## src/rtl/uart_rx.sv

```systemverilog
// uart_rx: 8-bit asynchronous serial receiver with centre sampling.
// Optional even parity enabled by defining UART_RX_PARITY_EN.
module uart_rx #(
    parameter int BAUD_SCALE = 10416
) (
    input  logic       clk,
    input  logic       nreset,
    input  logic       pin,
    output logic [7:0] data,
    output logic       valid,
    output logic       frame_err,
    output logic       parity_err,
    output logic       busy
);

    localparam int CW = $clog2(BAUD_SCALE);
    // The counter reloads to N-1 so that it expires N cycles after the load.
    localparam logic [CW-1:0] HALF_LD = CW'(BAUD_SCALE / 2 - 1);
    localparam logic [CW-1:0] FULL_LD = CW'(BAUD_SCALE - 1);

    typedef enum logic [2:0] {
        IDLE,
        START,
        DATA,
`ifdef UART_RX_PARITY_EN
        PARITY,
`endif
        STOP,
        BRK
    } state_t;

    state_t         state;
    state_t         nxt;
    logic           s1;
    logic           rx_s;
    logic           rx_d;
    logic [CW-1:0]  cnt;
    logic [2:0]     bitn;
    logic [7:0]     sh;
    logic           tick;
    logic           fall;
    logic           load_half;
    logic           load_full;
    logic           shift;
    logic           done_ok;
    logic           done_err;

    assign tick = (cnt == '0);
    assign fall = rx_d & ~rx_s;
    assign busy = (state != IDLE);

    // Two-flop synchroniser plus one delayed copy for edge detection.
    always_ff @(posedge clk or negedge nreset) begin
        if (!nreset) begin
            s1   <= 1'b1;
            rx_s <= 1'b1;
            rx_d <= 1'b1;
        end else begin
            s1   <= pin;
            rx_s <= s1;
            rx_d <= rx_s;
        end
    end

    // State register.
    always_ff @(posedge clk or negedge nreset) begin
        if (!nreset) state <= IDLE;
        else         state <= nxt;
    end

    // Next-state logic and datapath controls.
    always_comb begin
        nxt       = state;
        load_half = 1'b0;
        load_full = 1'b0;
        shift     = 1'b0;
        done_ok   = 1'b0;
        done_err  = 1'b0;
        unique case (state)
            IDLE: begin
                if (fall) begin
                    nxt       = START;
                    load_half = 1'b1;
                end
            end
            START: begin
                if (tick) begin
                    if (rx_s) begin
                        nxt = IDLE;
                    end else begin
                        nxt       = DATA;
                        load_full = 1'b1;
                    end
                end
            end
            DATA: begin
                if (tick) begin
                    shift     = 1'b1;
                    load_full = 1'b1;
                    if (bitn == 3'd7) begin
`ifdef UART_RX_PARITY_EN
                        nxt = PARITY;
`else
                        nxt = STOP;
`endif
                    end
                end
            end
`ifdef UART_RX_PARITY_EN
            PARITY: begin
                if (tick) begin
                    load_full = 1'b1;
                    nxt       = STOP;
                end
            end
`endif
            STOP: begin
                if (tick) begin
                    if (rx_s) begin
                        done_ok = 1'b1;
                        nxt     = IDLE;
                    end else begin
                        done_err = 1'b1;
                        nxt      = BRK;
                    end
                end
            end
            BRK: begin
                if (rx_s) nxt = IDLE;
            end
            default: nxt = IDLE;
        endcase
    end

    // Bit timer, bit index, shift register and registered outputs.
    always_ff @(posedge clk or negedge nreset) begin
        if (!nreset) begin
            cnt       <= '0;
            bitn      <= 3'd0;
            sh        <= 8'h00;
            data      <= 8'h00;
            valid     <= 1'b0;
            frame_err <= 1'b0;
        end else begin
            if (load_half)      cnt <= HALF_LD;
            else if (load_full) cnt <= FULL_LD;
            else if (!tick)     cnt <= cnt - 1'b1;
            if (load_half)  bitn <= 3'd0;
            else if (shift) bitn <= bitn + 3'd1;
            if (shift) sh <= {rx_s, sh[7:1]};
            if (done_ok || done_err) data <= sh;
            valid     <= done_ok;
            frame_err <= done_err;
        end
    end

`ifdef UART_RX_PARITY_EN
    logic par_bad;

    // Capture the parity mismatch, report it alongside a good stop bit.
    always_ff @(posedge clk or negedge nreset) begin
        if (!nreset) begin
            par_bad    <= 1'b0;
            parity_err <= 1'b0;
        end else begin
            if (load_half) par_bad <= 1'b0;
            else if (state == PARITY && tick) par_bad <= rx_s ^ (^sh);
            parity_err <= done_ok & par_bad;
        end
    end
`else
    assign parity_err = 1'b0;
`endif

endmodule

```

## config.mk

```make
export PLATFORM = sky130hd
export DESIGN_NAME = uart_rx
export DESIGN_NICKNAME = d
export VERILOG_FILES = /design/src/rtl/uart_rx.sv
export SDC_FILE = /design/constraint.sdc
export NUM_CORES = 1
export LEC_CHECK = 0
export BUFFER_PORTS_ARGS = -buffer_cell sky130_fd_sc_hd__buf_2
export CAP_MARGIN = 25
export CORE_UTILIZATION = 44
export DETAILED_ROUTE_END_ITERATION = 7
export SKIP_LAST_GASP = 1
export SLEW_MARGIN = 40
export SYNTH_ARGS = -nofsm -noshare
export SYNTH_HDL_FRONTEND = slang
export SYNTH_SLANG_ARGS = --single-unit
```

## constraint.sdc

```tcl
create_clock -name clk -period 6.17 [get_ports clk]
set_input_delay 0.3085 -clock clk [delete_from_list [all_inputs] [get_ports clk]]
set_output_delay 0.3085 -clock clk [all_outputs]
set_load 0.05 [all_outputs]
```

==> results of run 1 <==
-- power by group through the flow --
stage | sequential, mW | clock (mW) | combinational [mW]
global placement | 0.364 | 0 | 0.129
finish | 0.362 | 0.251 | 0.136
global route | 0.369 | 0.273 | 0.156
floorplan | 0.352 | 0 | 0.109
CTS | 0.360 | 0.260 | 0.135
detailed placement | 0.366 | 0 | 0.132
-- state kept, by name, indices dropped and copies added, names as in the netlist --
register and flops:
bitn 3, cnt 14, data 8, frame_err 1
rx_d 1, rx_s 1, s1 1, sh 8
state 3, valid 1
-- kinds of logic (layout without fill, tap and decap cells) --
family                     after synthesis  count (layout)  share of synthesized area [%]
adders and majority gates                3               3                           2.05
AOI/OAI and AO/OA                       29              29                           9.58
DFF                                     41              41                           56.3
xor gates and xnor gates                 4               4                           1.92
and+or+nand+nor                         50              50                           16.2
other                                    1               1                          0.205
muxes                                   18              18                           11.2
buffers and inverters                   11              27                           2.53
-- final timing paths --
kind / slack [ns] / start / end
worst max-delay path: 3.51 / cnt[0] / sh[0]
worst min-delay path: -0.01 / nreset / frame_err
worst max register to register: 3.51 / cnt[0] / sh[0]
worst min register to register: 0.36 / s1 / rx_s
max in group asynchronous: 5.83 / nreset / rx_d
min in group clk: 0.11 / pin / s1
-- area by class of cell --
cell class | count | area share (%)
sequential | 41 | 49.5
multi-input combinational | 105 | 36.5
timing repair buffer | 14 | 3.61
clock buffer | 5 | 3.31
clock inverter | 3 | 3.13
tap | 50 | 3.01
inverter | 5 | 0.903
-- worst max-delay path: stages (launching register included) --
cell     delay (ns)
dfrtp_1        0.39
inv_1          0.08
ha_1           0.17
or4b_1         0.50
nor4_2         0.33
buf_4          0.24
and3_1         0.45
mux2_2         0.39
-- layout by cell type (no fill, tap or decap), types with 3 or more instances in the layout --
master     n
dfstp_2    3
clkbuf_8   5
nor3_1     7
a21oi_1    9
a211oi_1   4
nand2b_1   5
o21ai_0    9
ha_1       3
nand2_1    6
or3_1      5
buf_2     12
inv_1      5
mux2_2    16
dfrtp_1   38
xnor2_1    3
or2_2      3
nor2_1     7
-- routing by layer --
metal	vias up	share of wire, %	track usage, %
li1	598	-	-
met1	600	43	20.0
met2	24	51	30.5
met3	6	4.8	5.82
met4	0	1.6	7.71
met5	-	0	0
-- per-stage QoR --
| stage | cells | hold slack, ns |
|---|---|---|
| finish | 223 | -0.0140 |
| global route | 223 | 0.0158 |
| CTS | 223 | 0.000591 |
| detailed placement | 215 | 0.322 |
| global placement | 215 | 0.346 |
| floorplan | 157 | 0.0129 |
==> metrics.log, run 1 <==
INFO  metric run_status = finished with violations
INFO  metric violations = hold timing
INFO  metric detail_route.wirelength = between 3 and 4 mm
INFO  metric p_switching = between 0.2 and 0.25 mW
INFO  metric timing.critical_path.from_type = register
INFO  metric post_synth_main_area_contributors = dfrtp_1 52%, mux2_2 9.9%, dfstp_2 4.3%
INFO  metric cts.reportedPaths.clkPinSlew = 0.08 ns
INFO  metric power_switching_share = between 20% and 30%
INFO  metric yosysTopAreaCellShare = 52.0%
INFO  metric n_antenna_cell = 0
INFO  metric clkPwrFrac = ~34%
INFO  metric final.hold.worst_slack = -0.0140 ns
INFO  metric synth_nets = between 150 and 200
INFO  metric timing.final.hold_violations = 38
INFO  metric number_of_failing_setup_endpoints_in_the_final_timing_report = 0
INFO  metric r2r.worst_path.cells = 7
INFO  metric peakVddDrop = around 210 uV
INFO  metric vias = 1228
INFO  metric footprint_of_the_flip_flops_and_latches = 1030 um^2
INFO  metric grt_first_pass_wirelength = just under 6 mm
INFO  metric post_cts_hold_buffer_count = 0
INFO  metric final_critical_path_setup_slack = 3.51 ns
INFO  metric cts_root_buffer = clkbuf_8
INFO  metric core.rowCount = 23
INFO  metric synth_async_sr_flop_share = between 90% and 100%
INFO  metric period_utilization_post_route = between 40% and 50%
INFO  metric syn_area_per_cell = around 12 um^2
INFO  metric first_global_vias = about 1300
INFO  metric worst_pin_slew = just over 0.5 ns
INFO  metric routabilityCongestion = between 0.7 and 0.8
INFO  metric area_delta_synth_final = 13.7%
INFO  metric power_frac_comb = a little under a fifth
INFO  metric die_area = between 4000 and 5000 um^2
INFO  metric clock-skew-final = approximately 0.0064 ns
INFO  metric place.detailed.hpwl = about 2.2 mm
INFO  metric firstDrtPassIters = 4
INFO  metric post-layout-total-power = approximately 0.75 mW
INFO  metric synth-edff-count = 0
INFO  metric library_cell_with_the_largest_summed_area_after_synthesis = dfrtp_1
INFO  metric max_slew_margin = 66.1%
INFO  metric cp.arrival = ~2.8 ns
INFO  metric multi_input_area = roughly 760 um^2
INFO  metric total_leakage_power = between 0.9 and 1 nW
INFO  metric clock-sinks = slightly above 40
INFO  metric worst-setup-path-type = register to register
INFO  metric detail-route-antenna-nets = 0
INFO  metric globalRoute.totalOverflow = 0
INFO  metric top_level_ports = 15
INFO  metric core-area = approximately 4000 um^2
INFO  metric die-width = between 60 and 70 um
INFO  metric synth_top_flop_cell = dfrtp_1
INFO  metric groute.usage.overall = between 10% and 20%
INFO  metric cts_resized = 0
INFO  metric yosys_warnings = 0
INFO  metric power_density = around 360 nW/um^2
INFO  metric required = 6.34 ns
INFO  metric n_fill_cell = 357
INFO  metric antenna_found_initial = 0
INFO  metric post-synth-top-count-cell = dfrtp_1
INFO  metric design_area = around 2100 um^2
INFO  metric synthesis.instances = around 160
INFO  metric synth.lib_cells_used.distinct = 39
INFO  metric fmax = ~0.38 GHz
INFO  metric cap_viol_max_count = 0
INFO  metric timing.final.crit_period = 2.66 ns
INFO  metric final.setup.tns = 0 ns
INFO  metric unrepaired_setup_endpoints_after_global_routing = false
INFO  metric synth.cell_area = 1830 um^2
INFO  metric cts_made_buffers = 5
INFO  metric grt_start_max_net_pins = 42
INFO  metric h-tree-depth = 2
INFO  metric number_of_drc_markers_after_the_initial_detailed_route_iteration = ~60
INFO  metric cts_max_path_buffers = 2
INFO  metric final_net_count = approximately 180
INFO  metric seq_power_share = between 40% and 50%
INFO  metric endpoint_kind = register
INFO  metric fin_util = a little over 50%
INFO  metric clock_insertion_delay_worst_skew = just under 0.3 ns
INFO  metric yosysSeqAreaShare = approximately 56%
INFO  metric crit_path_max_fanout = 11
INFO  metric power.internal = approximately 0.54 mW
INFO  metric slew_violations = 0
INFO  metric yosys-top-cells-count = 38 x dfrtp_1, 16 x mux2_2, 9 x a21oi_1, 9 x o21ai_0
INFO  metric place_worst_setup_slack = approximately 3.5 ns
INFO  metric drc_errors = 0
INFO  metric route.detailed.vias_per_inst = 5.51
INFO  metric buffer_ports.inserted = 13
INFO  metric fp.dieH = between 60 and 70 um
INFO  metric initial_core_util = 45.7%
INFO  metric wl_per_cell = 14.5 um
INFO  metric final_layout_size_suffix_gt1_share = a little under 30%
INFO  metric tritoncts = done
INFO  metric cts.repair_timing.setup_buffer_count = 0
INFO  metric postSynthRegisterBits = 41
INFO  metric dpl_cell_area = about 1900 um^2
INFO  metric worst_min_delay_path_class = input port to asynchronous set/reset pin
(Power assumes the default switching activity.)
==> run 2, diff against run 1 <==
==> constraint.sdc (replaced) <==
create_clock -name clk -period 2.3 [get_ports clk]
set_input_delay 0.115 -clock clk [delete_from_list [all_inputs] [get_ports clk]]
set_output_delay 0.115 -clock clk [all_outputs]
set_load 0.05 [all_outputs]
==> metrics.log, run 2 (same netlist as run 1, synthesis figures left out) <==
INFO  metric run_status = finished clean
INFO  metric wl_per_cell = 14.4 um (-0.27%)
INFO  metric required = 2.53 ns (-3.81 ns)
INFO  metric fin_util = 54.1% (+2.1 points)
INFO  metric n_antenna_cell = 0 (unchanged)
INFO  metric largest_reg_flops = 14 (unchanged)
INFO  metric clock_insertion_delay_worst_skew = 0.30 ns (about the same)
INFO  metric antenna_found_initial = 0 (unchanged)
INFO  metric globalRoute.totalOverflow = 0 (unchanged)
INFO  metric max_slew_margin = 66.1% (about the same)
INFO  metric power_density = 871 nW/um^2 (+140%)
INFO  metric footprint_of_the_flip_flops_and_latches = 1030 um^2 (unchanged)
INFO  metric detail_route.wirelength = 3.42 mm (+6.0%)
INFO  metric buffer_ports.inserted = 13 (unchanged)
INFO  metric final_cell_mix = 38 x dfrtp_1, 16 x mux2_2, 14 x buf_4, 12 x buf_2, 9 x o21ai_0
INFO  metric area_delta_synth_final = 18.3%
INFO  metric timing.final.hold_violations = 0 (-100%)
INFO  metric final_cells = 237 (+6.3%)
INFO  metric dpl_cell_area = 2020 um^2 (+4.3%)
INFO  metric total_leakage_power = 1.03 nW (+5.6%)
INFO  metric crit_path_max_fanout = 7 (-4)
INFO  metric unrepaired_setup_endpoints_after_global_routing = true
INFO  metric fmax = 0.446 GHz (+19%)
INFO  metric number_of_failing_setup_endpoints_in_the_final_timing_report = 0 (unchanged)
INFO  metric slew_violations = 0 (unchanged)
INFO  metric vias = 1292 (+5.2%)
INFO  metric first_global_vias = 1290 (-0.39%)
INFO  metric top_level_ports = 15 (unchanged)
INFO  metric cp.arrival = 2.47 ns (-0.36 ns)
INFO  metric detail-route-antenna-nets = 0 (unchanged)
INFO  metric endpoint_kind = register
INFO  metric final_layout_size_suffix_gt1_share = 33.7% (+4.8 points)
INFO  metric n_fill_cell = 343 (-3.9%)
INFO  metric clock-sinks = 41 (unchanged)
INFO  metric firstDrtPassIters = 4 (unchanged)
INFO  metric layout_commonest_cell = dfrtp_1
INFO  metric h-tree-depth = 2 (unchanged)
INFO  metric route.detailed.vias_per_inst = 5.45 (-1.0%)
INFO  metric rr_endpoint = state[1]
INFO  metric place_inst = 226 (+5.1%)
INFO  metric final.hold.worst_slack = 0.333 ns (+0.347 ns)
INFO  metric design_area = 2160 um^2 (+4.0%)
INFO  metric timing.critical_path.from_type = register
INFO  metric cts.reportedPaths.clkPinSlew = 0.08 ns (about the same)
INFO  metric cts_max_path_buffers = 2 (unchanged)
INFO  metric reg_top3 = cnt: 14 flops, data: 8 flops, sh: 8 flops
INFO  metric post-layout-total-power = 1.88 mW (+150%)
INFO  metric grt_first_pass_wirelength = 5.93 mm (+3.0%)
INFO  metric routabilityCongestion = 0.778 (+0.32%)
INFO  metric tritoncts = done
INFO  metric peakVddDrop = 351 uV (+69%)
INFO  metric initial_core_util = 45.7% (unchanged)
INFO  metric core-area = 4000 um^2 (unchanged)
INFO  metric worst_min_delay_path_class = input port to asynchronous set/reset pin
INFO  metric cts_made_buffers = 5 (unchanged)
INFO  metric core.rowCount = 23 (unchanged)
INFO  metric fp.dieH = 66.5 um (unchanged)
INFO  metric rrSetupSlack = 0.06 ns (-3.45 ns)
INFO  metric cap_viol_max_count = 0 (unchanged)
INFO  metric groute.usage.overall = 18.4% (+0.61 points)
INFO  metric die_area = 4420 um^2 (unchanged)
INFO  metric timing.final.crit_period = 2.24 ns (-0.420 ns)
INFO  metric die-width = 66.5 um (unchanged)
INFO  metric registers.top_by_ff_count = cnt
INFO  metric worst-setup-path-type = register to register
INFO  metric r2r.worst_path.cells = 6 (-1)
INFO  metric multi_input_area = 776 um^2 (+2.3%)
INFO  metric rr_startpoint = cnt[1]
INFO  metric cts_root_buffer = clkbuf_8
INFO  metric number_of_drc_markers_after_the_initial_detailed_route_iteration = 101 (+66%)
INFO  metric drc_errors = 0 (unchanged)
INFO  metric period_utilization_post_route = 97.4% (+54 points)
INFO  metric final_net_count = 192 (+7.9%)
INFO  metric clock-skew-final = 0.0112 ns (+0.00480 ns)
INFO  metric worst_pin_slew = 0.509 ns (+0.00465 ns)
INFO  metric place.detailed.hpwl = 2.26 mm (+3.8%)
INFO  metric grt_start_max_net_pins = 42 (unchanged)
run 2: changes by cell type in the layout (fill, tap and decap cells not counted), moves of 2 or more:
| cell | before | now |
|---|---|---|
| buf_4 | 2 | 14 |
| bufinv_16 | 2 | 0 |
| clkbuf_1 | 0 | 2 |
| dlygate4sd3_1 | 0 | 2 |
| nor4_2 | 2 | 0 |
run 2: timing repair:
action,CTS,global route
hold buffers,2,0
setup endpoints to repair,0,19
endpoints found under the hold margin,39,0
gates resized for setup,0,5
buffers inserted,0,1
run 2: where the power goes:
group / switching, mW / internal [mW]
Clock: 0.241 / 0.245
Combinational: 0.227 / 0.221
Sequential: 0.104 / 0.844
Total: 0.573 / 1.31
run 2: cell type report:
| type | instances | area share, % |
|---|---|---|
| Timing Repair Buffer | 28 | 8.56 |
| Tap cell | 50 | 2.89 |
| Multi-Input combinational cell | 105 | 35.9 |
| Clock buffer | 8 | 4.17 |
| Sequential cell | 41 | 47.6 |
| Inverter | 5 | 0.868 |
run 2: worst max-delay path, stage by stage, from the launching register on:
cell	delay, ns
dfrtp_1	0.39
inv_1	0.06
ha_2	0.17
or4b_4	0.49
or4_4	0.49
or4_1	0.43
a21oi_2	0.13
run 2: through the flow:
stage,setup slack [ns],TNS [ns]
6_report,0.0590,0
5_1_grt,-0.0266,-0.0266
4_1_cts,0.0320,0
3_5_place_dp,0.0498,0
3_3_place_gp,0.0639,0
2_1_floorplan,0.113,0
run 2: worst max-delay path by stage:
stage / to / slack (ns) / from
2_1_floorplan: sh[0] / 0.11 / cnt[0]
6_report: state[1] / 0.06 / cnt[1]
5_1_grt: state[1] / -0.03 / cnt[0]
4_1_cts: sh[7] / 0.03 / cnt[0]
3_3_place_gp: cnt[9] / 0.06 / cnt[0]
3_5_place_dp: data[1] / 0.05 / cnt[0]
run 2: metal layers:
| metal | up-vias | GRT usage [%] | wire length [um] | part of all wire (%) |
|---|---|---|---|---|
| li1 | 623 | - | - | - |
| met1 | 644 | 23.5 | 1690 | 49 |
| met2 | 18 | 29.3 | 1570 | 46 |
| met3 | 7 | 4.62 | 111 | 3.2 |
| met4 | 0 | 7.98 | 43 | 1.3 |
| met5 | - | 0 | 0 | 0 |
